<file path="src/rtl/spi_xfer_pkg.sv">
// ---------------------------------------------------------------------------
// spi_xfer_pkg
//   Shared types for the SPI transaction arbiter: the controller state
//   encoding, the read/write flag values and the latched request record.
// ---------------------------------------------------------------------------
package spi_xfer_pkg;

    typedef enum logic [2:0] {
        ST_IDLE      = 3'd0,
        ST_CMD       = 3'd1,
        ST_CMD_WAIT  = 3'd2,
        ST_DATA      = 3'd3,
        ST_DATA_WAIT = 3'd4,
        ST_RESP      = 3'd5
    } state_t;

    localparam logic RW_READ  = 1'b1;
    localparam logic RW_WRITE = 1'b0;

    typedef struct packed {
        logic       rw;
        logic [6:0] addr;
        logic [7:0] wdata;
    } req_t;

endpackage

</file>
<file path="src/rtl/spi_xfer_arbiter_rr_arb2.sv">
// ---------------------------------------------------------------------------
// rr_arb2
//   Two-way round-robin grant. When both requests are present the pointer
//   decides; otherwise the single requester wins. The pointer moves to the
//   requester that was not served whenever update pulses.
//   Ports:
//     clk, rst   clock, synchronous active-high reset (pointer favours 0)
//     req[1:0]   request vector
//     update     advance the pointer after a transaction completes
//     served     index of the requester that was just served
//     gnt_valid  any request present
//     gnt_idx    index of the winning requester
// ---------------------------------------------------------------------------
module rr_arb2 (
    input  logic       clk,
    input  logic       rst,
    input  logic [1:0] req,
    input  logic       update,
    input  logic       served,
    output logic       gnt_valid,
    output logic       gnt_idx
);

    // ptr_q names the requester favoured on a tie.
    logic ptr_q;

    always_ff @(posedge clk) begin
        if (rst) begin
            ptr_q <= 1'b0;
        end else if (update) begin
            ptr_q <= ~served;
        end
    end

    always_comb begin
        gnt_valid = |req;
        gnt_idx   = (req == 2'b11) ? ptr_q : req[1];
    end

endmodule

</file>
<file path="src/rtl/spi_xfer_arbiter.sv">
// ---------------------------------------------------------------------------
// spi_xfer_arbiter
//   Transaction controller in front of SPI_Master. Two requesters issue
//   register reads/writes; each accepted request becomes a command byte
//   {rw, addr} followed by one data byte written or read. The SPI clock
//   divider is sampled at grant and held for the whole transaction.
//   Ports:
//     clk, rst                 clock, synchronous active-high reset
//     cfg_sclk_div             requested divider, sampled at grant only
//     reqN_valid/ready/rw/addr/wdata   request channel N (N=0,1)
//     rspN_valid/rdata/err     completion channel N
//     busy                     transaction in flight (non-IDLE)
//     sclk_divider, wr_en, rd_en, tx_wr_data   to SPI_Master
//     wr_finish, rd_finish, rx_rd_data         from SPI_Master
//     state_dbg                current controller state
//
//   Handshake: reqN_valid is held by the requester until reqN_ready pulses.
//   reqN_ready is combinational and only asserts in IDLE for the arbitration
//   winner, so the accept is the single cycle where valid and ready are both
//   high. rspN_valid is a one-cycle pulse with no back-pressure.
// ---------------------------------------------------------------------------
module spi_xfer_arbiter
    import spi_xfer_pkg::*;
#(
    parameter int         TIMEOUT_CYCLES = 4096,
    parameter logic [7:0] DIV_RESET      = 8'd4
) (
    input  logic       clk,
    input  logic       rst,
    input  logic [7:0] cfg_sclk_div,
    input  logic       req0_valid,
    output logic       req0_ready,
    input  logic       req0_rw,
    input  logic [6:0] req0_addr,
    input  logic [7:0] req0_wdata,
    output logic       rsp0_valid,
    output logic [7:0] rsp0_rdata,
    output logic       rsp0_err,
    input  logic       req1_valid,
    output logic       req1_ready,
    input  logic       req1_rw,
    input  logic [6:0] req1_addr,
    input  logic [7:0] req1_wdata,
    output logic       rsp1_valid,
    output logic [7:0] rsp1_rdata,
    output logic       rsp1_err,
    output logic       busy,
    output logic [7:0] sclk_divider,
    output logic       wr_en,
    output logic       rd_en,
    output logic [7:0] tx_wr_data,
    input  logic       wr_finish,
    input  logic       rd_finish,
    input  logic [7:0] rx_rd_data,
    output logic [2:0] state_dbg
);

    localparam int              CNT_W    = $clog2(TIMEOUT_CYCLES + 1);
    localparam logic [CNT_W-1:0] CNT_LAST = CNT_W'(TIMEOUT_CYCLES - 1);

    state_t           state_q, state_d;
    req_t             cur_q, sel_req;
    logic             gnt_q;
    logic [7:0]       rdata_q;
    logic             err_q;
    logic [CNT_W-1:0] cnt_q;

    logic arb_valid, arb_idx, accept, timeout_hit, data_done, in_resp;

    rr_arb2 u_arb (
        .clk       (clk),
        .rst       (rst),
        .req       ({req1_valid, req0_valid}),
        .update    (in_resp),
        .served    (gnt_q),
        .gnt_valid (arb_valid),
        .gnt_idx   (arb_idx)
    );

    assign sel_req = arb_idx ? {req1_rw, req1_addr, req1_wdata}
                             : {req0_rw, req0_addr, req0_wdata};

    // Gated by rst so no accept is signalled on a cycle that reset discards.
    assign accept     = (state_q == ST_IDLE) && arb_valid && !rst;
    assign req0_ready = accept && !arb_idx;
    assign req1_ready = accept && arb_idx;

    // The current WAIT cycle is the TIMEOUT_CYCLES-th one when the counter
    // (cleared on entry) shows TIMEOUT_CYCLES-1.
    assign timeout_hit = (cnt_q == CNT_LAST);
    assign data_done   = (cur_q.rw == RW_READ) ? rd_finish : wr_finish;

    assign in_resp    = (state_q == ST_RESP);
    assign busy       = (state_q != ST_IDLE);
    assign rsp0_valid = in_resp && !gnt_q;
    assign rsp1_valid = in_resp && gnt_q;
    assign rsp0_rdata = rsp0_valid ? rdata_q : 8'h00;
    assign rsp1_rdata = rsp1_valid ? rdata_q : 8'h00;
    assign rsp0_err   = rsp0_valid && err_q;
    assign rsp1_err   = rsp1_valid && err_q;
    assign state_dbg  = state_q;

    always_comb begin
        state_d = state_q;
        wr_en   = 1'b0;
        rd_en   = 1'b0;
        case (state_q)
            ST_IDLE:      if (accept) state_d = ST_CMD;
            ST_CMD: begin
                wr_en   = 1'b1;
                state_d = ST_CMD_WAIT;
            end
            ST_CMD_WAIT:  if (wr_finish || timeout_hit) state_d = wr_finish ? ST_DATA : ST_RESP;
            ST_DATA: begin
                wr_en   = (cur_q.rw == RW_WRITE);
                rd_en   = (cur_q.rw == RW_READ);
                state_d = ST_DATA_WAIT;
            end
            ST_DATA_WAIT: if (data_done || timeout_hit) state_d = ST_RESP;
            ST_RESP:      state_d = ST_IDLE;
            default:      state_d = ST_IDLE;
        endcase
    end

    always_ff @(posedge clk) begin
        if (rst) begin
            state_q      <= ST_IDLE;
            cur_q        <= '0;
            gnt_q        <= 1'b0;
            rdata_q      <= 8'h00;
            err_q        <= 1'b0;
            cnt_q        <= '0;
            tx_wr_data   <= 8'h00;
            sclk_divider <= DIV_RESET;
        end else begin
            state_q <= state_d;
            case (state_q)
                ST_IDLE: if (accept) begin
                    cur_q        <= sel_req;
                    gnt_q        <= arb_idx;
                    sclk_divider <= cfg_sclk_div;
                    tx_wr_data   <= {sel_req.rw, sel_req.addr};
                    rdata_q      <= 8'h00;
                    err_q        <= 1'b0;
                end
                ST_CMD, ST_DATA: cnt_q <= '0;
                ST_CMD_WAIT: begin
                    cnt_q <= cnt_q + CNT_W'(1);
                    // Write data is staged here so it is on the bus for the
                    // DATA strobe; reads keep the command byte on the bus.
                    if (wr_finish) begin
                        if (cur_q.rw == RW_WRITE) tx_wr_data <= cur_q.wdata;
                    end else if (timeout_hit) begin
                        err_q <= 1'b1;
                    end
                end
                ST_DATA_WAIT: begin
                    cnt_q <= cnt_q + CNT_W'(1);
                    if (data_done) begin
                        if (cur_q.rw == RW_READ) rdata_q <= rx_rd_data;
                    end else if (timeout_hit) begin
                        err_q   <= 1'b1;
                        rdata_q <= 8'h00;
                    end
                end
                default: ;
            endcase
        end
    end

endmodule

</file>
<file path="config.mk">
export PLATFORM = sky130hd
export DESIGN_NAME = spi_xfer_arbiter
export DESIGN_NICKNAME = d
export VERILOG_FILES = /design/src/rtl/spi_xfer_pkg.sv /design/src/rtl/spi_xfer_arbiter_rr_arb2.sv /design/src/rtl/spi_xfer_arbiter.sv
export SDC_FILE = /design/constraint.sdc
export NUM_CORES = 1
export LEC_CHECK = 0
export ABC_AREA = 1
export BUFFER_PORTS_ARGS = -buffer_cell sky130_fd_sc_hd__buf_2
export CAP_MARGIN = 25
export CORE_MARGIN = 2
export CORE_UTILIZATION = 50
export DETAILED_ROUTE_END_ITERATION = 7
export PLACE_DENSITY = 0.8
export SLEW_MARGIN = 10
export SYNTH_ARGS = -nofsm -noshare
export SYNTH_HDL_FRONTEND = slang
export SYNTH_SLANG_ARGS = --single-unit
export TNS_END_PERCENT = 30
</file>
<file path="constraint.sdc">
create_clock -name clk -period 1.7 [get_ports clk]
set_input_delay 0.085 -clock clk [delete_from_list [all_inputs] [get_ports clk]]
set_output_delay 0.085 -clock clk [all_outputs]
set_load 0.02 [all_outputs]
</file>
* Word-level counts from Yosys, hierarchy flattened
Index checks and enable logic that the tools add are counted.
** Word-level totals
- Bits in registers :: 52
- Latch bits :: 0
- Memory bits (writable) :: 0
- Bits in read-only memories :: 0
- Input bits :: 54
- Output and inout port bits :: 44
- Logic and storage cells :: 83
- Memories kept :: 0
** Cells by class
- Add/subtract/negate cells :: 1
- $mul :: 0
- Divide/modulo/power cells :: 0
- $lt $le $gt $ge :: 0
- Equality and inequality tests :: 16
- Shifts and indexed selects :: 0
- Muxes and demuxes :: 27
- Bitwise operators :: 2
- Reductions and logical operators :: 27
** Operators with widths (number)
- $mux W8 :: 9
- $pmux W8 S2 :: 2
- $pmux W13 S2 :: 1
- $mux W16 :: 1
- $pmux W3 S5 :: 1
- $ne A2 B2 Y1 const B :: 7
- $add A13 B1 Y13 const B :: 1
- $eq A13 B12 Y1 const B :: 1
- $mux W3 :: 4
- $reduce_and A4 Y1 :: 3
- $logic_and A1 B1 Y1 :: 8
- $mux W1 :: 7
- $eq A3 B2 Y1 const B :: 2
- $eq A3 B3 Y1 const B :: 2
- $ne A3 B3 Y1 const B :: 2
- $reduce_bool A2 Y1 :: 3
- $reduce_bool A3 Y1 :: 2
- $reduce_or A2 Y1 :: 3
- $eq A3 B1 Y1 const B :: 1
- $logic_not A1 Y1 :: 3
- $logic_not A3 Y1 :: 1
- $pmux W1 S3 :: 1
- $reduce_and A3 Y1 :: 1
- $eq A2 B2 Y1 const B :: 1
- 4 further kinds :: 6

* Longest topological paths before layout
- Depth after elaboration :: 5
- Gate-level depth with buffers :: 9
- Gate-level depth less buffers :: 9

* Hierarchy
Synthesis repeated with hierarchy kept, for this count alone.
** Unflattened totals
- Cell total of the unflattened synthesis :: 400
- Area, all modules :: 2690.1 um^2
** By module, submodules not included
- spi_xfer_arbiter :: instances 1, cells an instance 389, area an instance 2632.5 um^2
- rr_arb2 :: instances 1, cells an instance 11, area an instance 57.6 um^2

* Worst setup path after synthesis
No wires, ideal clock.
- Kind :: reg-to-output
- Start :: reg state_q[0], in the netlist state_dbg[0]
- End :: out rsp1_err
- Arrival :: 1.764 ns
- Required time :: 1.615 ns
- Slack :: -0.149 ns
- Stages on the path, launching flop included :: 5
- Path buffers :: 0
- Cells stage by stage :: dfxtp_1 nand3_1 nor2_1 clkinv_1 nor2_1
** On the way
- Cells in the longest elaborated chain, start to end :: 3
** RTL lines
- start: declaration :: line spi_xfer_arbiter.sv:61 : state_t state_q, state_d;
- start signal: assignment :: line spi_xfer_arbiter.sv:136 : state_q <= state_d;
- $eq A3 B3 Y1 :: line spi_xfer_arbiter.sv:93 : assign in_resp = (state_q == ST_RESP);
- $logic_and A1 B1 Y1 :: line spi_xfer_arbiter.sv:96 : assign rsp1_valid = in_resp && gnt_q;
- via rsp1_valid :: line spi_xfer_arbiter.sv:44 : output logic rsp1_valid,
- $logic_and A1 B1 Y1 :: line spi_xfer_arbiter.sv:100 : assign rsp1_err = rsp1_valid && err_q;
- end: declaration :: line spi_xfer_arbiter.sv:46 : output logic rsp1_err,
The timed path passes the listed nets, and every way through them passes these cells.

* Final worst setup path
- Start :: reg state_q[0], in the netlist state_dbg[0]
- End :: out req1_ready
** On the way
- Cells in the longest elaborated chain, start to end :: 4
** RTL lines
- $logic_not A3 Y1 :: line spi_xfer_arbiter.sv:84 : assign accept = (state_q == ST_IDLE) && arb_valid && !rst;
- $logic_and A1 B1 Y1 (2 in a row) :: line spi_xfer_arbiter.sv:84
- $logic_and A1 B1 Y1 :: line spi_xfer_arbiter.sv:86 : assign req1_ready = accept && arb_idx;
- end: declaration :: line spi_xfer_arbiter.sv:40 : output logic req1_ready,
No other way between the ends.

==> impl_metrics.json <==
{
  "nNetsFinal": 599,
  "grt_max_degree": 19,
  "cts_tree": "built",
  "leakage_uw": 0.001778,
  "crit_chain": "nor2_4, nand2_4, nor2_4, nand2_4, clkinv_4, nand2_1, inv_1, buf_2",
  "slew_headroom_pct": 76.70,
  "status": "complete, no violations",
  "p_int_uw": 2887,
  "swShare_pct": 44.75,
  "core_area_um2": 5439,
  "drc_errors": 0,
  "stdcell_count": 617,
  "grt_pass1_wl_mm": 11.90,
  "antenna_left": 0,
  "die_x_um": 78.57,
  "avgSynthCellArea_um2": 6.406,
  "layout_commonest_cell": "nand2_1",
  "io_pins": 98,
  "timing.rr.start": "cnt_q[0]",
  "port_buffers": 97,
  "clk_path_buf_depth": 2,
  "maxCapViolCount": 0,
  "gp_congestion": 0.8791,
  "rows": 27,
  "dp_hpwl_mm": 5.305,
  "clk_latency_ps": 310,
  "setup_viol": 0,
  "seq_area_frac_synth_pct": 37.44,
  "peakVddDrop_uv": 809.0,
  "dieArea_um2": 6172,
  "dr.first_iter.drc_count": 159,
  "startpoint": "state_dbg[0]",
  "combPwrFrac_pct": 49.8,
  "p_clk_share_pct": 16.4,
  "drt_pass1_iterations": 4,
  "synth.distinct_cells": 30,
  "post_dp_cell_area_um2": 3346,
  "power_density_nw_per_um2": 1453,
  "wl_per_cell_um": 11.59,
  "whs_path_depth": 3,
  "rsz0062_at_grt": "yes",
  "hold_path_class": "in2reg",
  "hp-start": "cfg_sclk_div[5]",
  "p_sw_uw": 2338,
  "grt_util_all_layers_pct": 23.73,
  "regToRegEndpoint": "rdata_q[6]",
  "cp_max_fo": 8,
  "path_clk_slew_ps": 90,
  "fin_skew_ps": 3.812,
  "fin_crit_ps": 1617,
  "finalWirelength_mm": 7.149,
  "hold_ws_ps": 4.717,
  "htreeDepth": 2,
  "startpoint_type": "flip-flop",
  "synth_warnings": 0,
  "critPathMaxStageDelay_ps": 390,
  "drt-vias-per-instance": 4.971,
  "clockRootBuffer": "clkbuf_8",
  "end_kind": "output pin",
  "worstRegToRegCells": 9,
  "cpLargestDelayFamily": "simple AND/OR/NAND/NOR gates",
  "hold_end": "sclk_divider[5]",
  "area_delta_synth_final_pct": 29.39,
  "vias": 3067,
  "drv_slew": 0,
  "synth_area_um2": 2780,
  "worst_slew_pin_slew_ps": 348.7,
  "grt.overflow.total": 0,
  "stdcell_area_um2": 3597,
  "cp_slowest_cell": "dfxtp_4",
  "synth_cells": 434,
  "dp.cells": 599,
  "cts_sinks": 52,
  "fmax_ghz": 0.6186,
  "r2r_slack_ps": 200,
  "ys_seq_elements": 52,
  "antenna-diode-count": 0,
  "p_seq_share_pct": 33.8,
  "critPathBufInv": 3,
  "initial_core_util_pct": 51.12,
  "min_period_over_period_pct": 95.10,
  "synth_fp_nets": 489,
  "cp.arrival_ps": 1530,
  "cp.required_ps": 1620,
  "final_hold_viol_count": 0,
  "die_h_um": 78.57,
  "grt_antenna_before_repair": 0,
  "final_cell_mix": "nand2_1, buf_2, nor2_1",
  "drive_gt1_share_pct": 28.26,
  "timing_worst_setup_path_type": "reg2out",
  "numCtsBuffers": 5,
  "grt_pass1_vias": 2814
}
==> through the flow <==
| stage | total power, uW | util, % | setup WS (ps) | TNS, ps |
|---|---|---|---|---|
| after floorplan | 3613 | - | -127.1 | -1144 |
| after global routing | 5646 | 66.14 | -1.898 | -3.116 |
| after detailed placement | 4246 | 61.51 | 106.5 | 0 |
| after CTS | 5178 | 65.17 | 3.614 | 0 |
| final | 5225 | 66.14 | 83.35 | 0 |
| after global placement | 4174 | 61.51 | 143.1 | 0 |
==> worst max path at each step <==
stage / cells past startpoint / to / slack [ps]
detailed placement: 8 / rdata_q[6] / 110
CTS: 8 / req1_ready / 4
global placement: 8 / rdata_q[6] / 140
floorplan: 4 / rsp0_err / -130
global route: 6 / rsp0_rdata[0] / -2
finish: 8 / req1_ready / 80
==> layout make-up <==
| class | instances | area, um2 |
|---|---|---|
| Fill cell | 515 | 1842 |
| Multi-Input combinational cell | 322 | 1516 |
| Sequential cell | 52 | 1050 |
| Timing Repair Buffer | 114 | 634.4 |
| Inverter | 49 | 195.2 |
| Tap cell | 72 | 90.09 |
| Clock buffer | 5 | 68.82 |
| Clock inverter | 3 | 42.54 |
==> cells by family after synthesis <==
family,synth area share (%)
simple gates,37.85
compound gates,14.85
buf+inv,9.406
flops,37.44
fa+ha+maj,0.4500
==> state kept, by name, indices dropped and copies added (netlist names) <==
register / count
err_q: 1
cnt_q: 13
cur_q: 9
rdata_q: 8
sclk_divider: 8
state_dbg: 3
tx_wr_data: 8
u_arb.ptr_q: 1
gnt_q: 1
==> worst register-to-register path: stages, from the launching register on <==
cell,delay (ps)
dfxtp_1,380
ha_1,220
nand3_2,110
nor2_1,120
nand3_2,170
nand2_4,170
nand2_1,80
nand2_1,70
nand2_1,40
nor2_1,80
==> cells in the mapped netlist (all sizes together) <==
master / n / share of area [%]
a211oi: 1 / 0.27
a21o: 1 / 0.27
a21oi: 30 / 5.8
a22oi: 1 / 0.27
a31oi: 1 / 0.23
and2: 1 / 0.23
buf: 7 / 1.9
clkbuf: 5 / 0.68
clkinv: 5 / 0.85
dfxtp: 52 / 37
ha: 1 / 0.45
inv: 44 / 5.9
nand2: 115 / 17
nand3: 30 / 5.9
nand3b: 1 / 0.27
nand4: 1 / 0.23
nor2: 92 / 14
nor3: 2 / 0.36
o21ai: 43 / 7.7
o31ai: 1 / 0.27
==> repair_timing <==
item | in CTS | in global routing
pin swaps | 2 | 4
gates cloned | 0 | 1
gates resized for setup | 8 | 11
hold endpoints to repair | 6 | 0
setup buffers | 2 | 1
setup endpoints to repair | 20 | 28
hold buffers | 6 | 0
==> power by group through the flow <==
stage               Sequential, uW  Combinational [uW]  Clock, uW
floorplan                     1960                1650          0
global placement              1760                2410          0
detailed placement            1770                2480          0
CTS                           1750                2560        866
global route                  1810                2930        906
finish                        1770                2600        858
==> metal layers <==
layer | vias up | wire length, um | GRT usage (%)
li1 | 1584 | - | -
met1 | 1383 | 3190 | 28.10
met2 | 89 | 3444 | 42.22
met3 | 11 | 395 | 4.943
met4 | 0 | 119 | 8.246
met5 | - | 0 | 0
No activity file was read; power rests on OpenSTA's default activity.
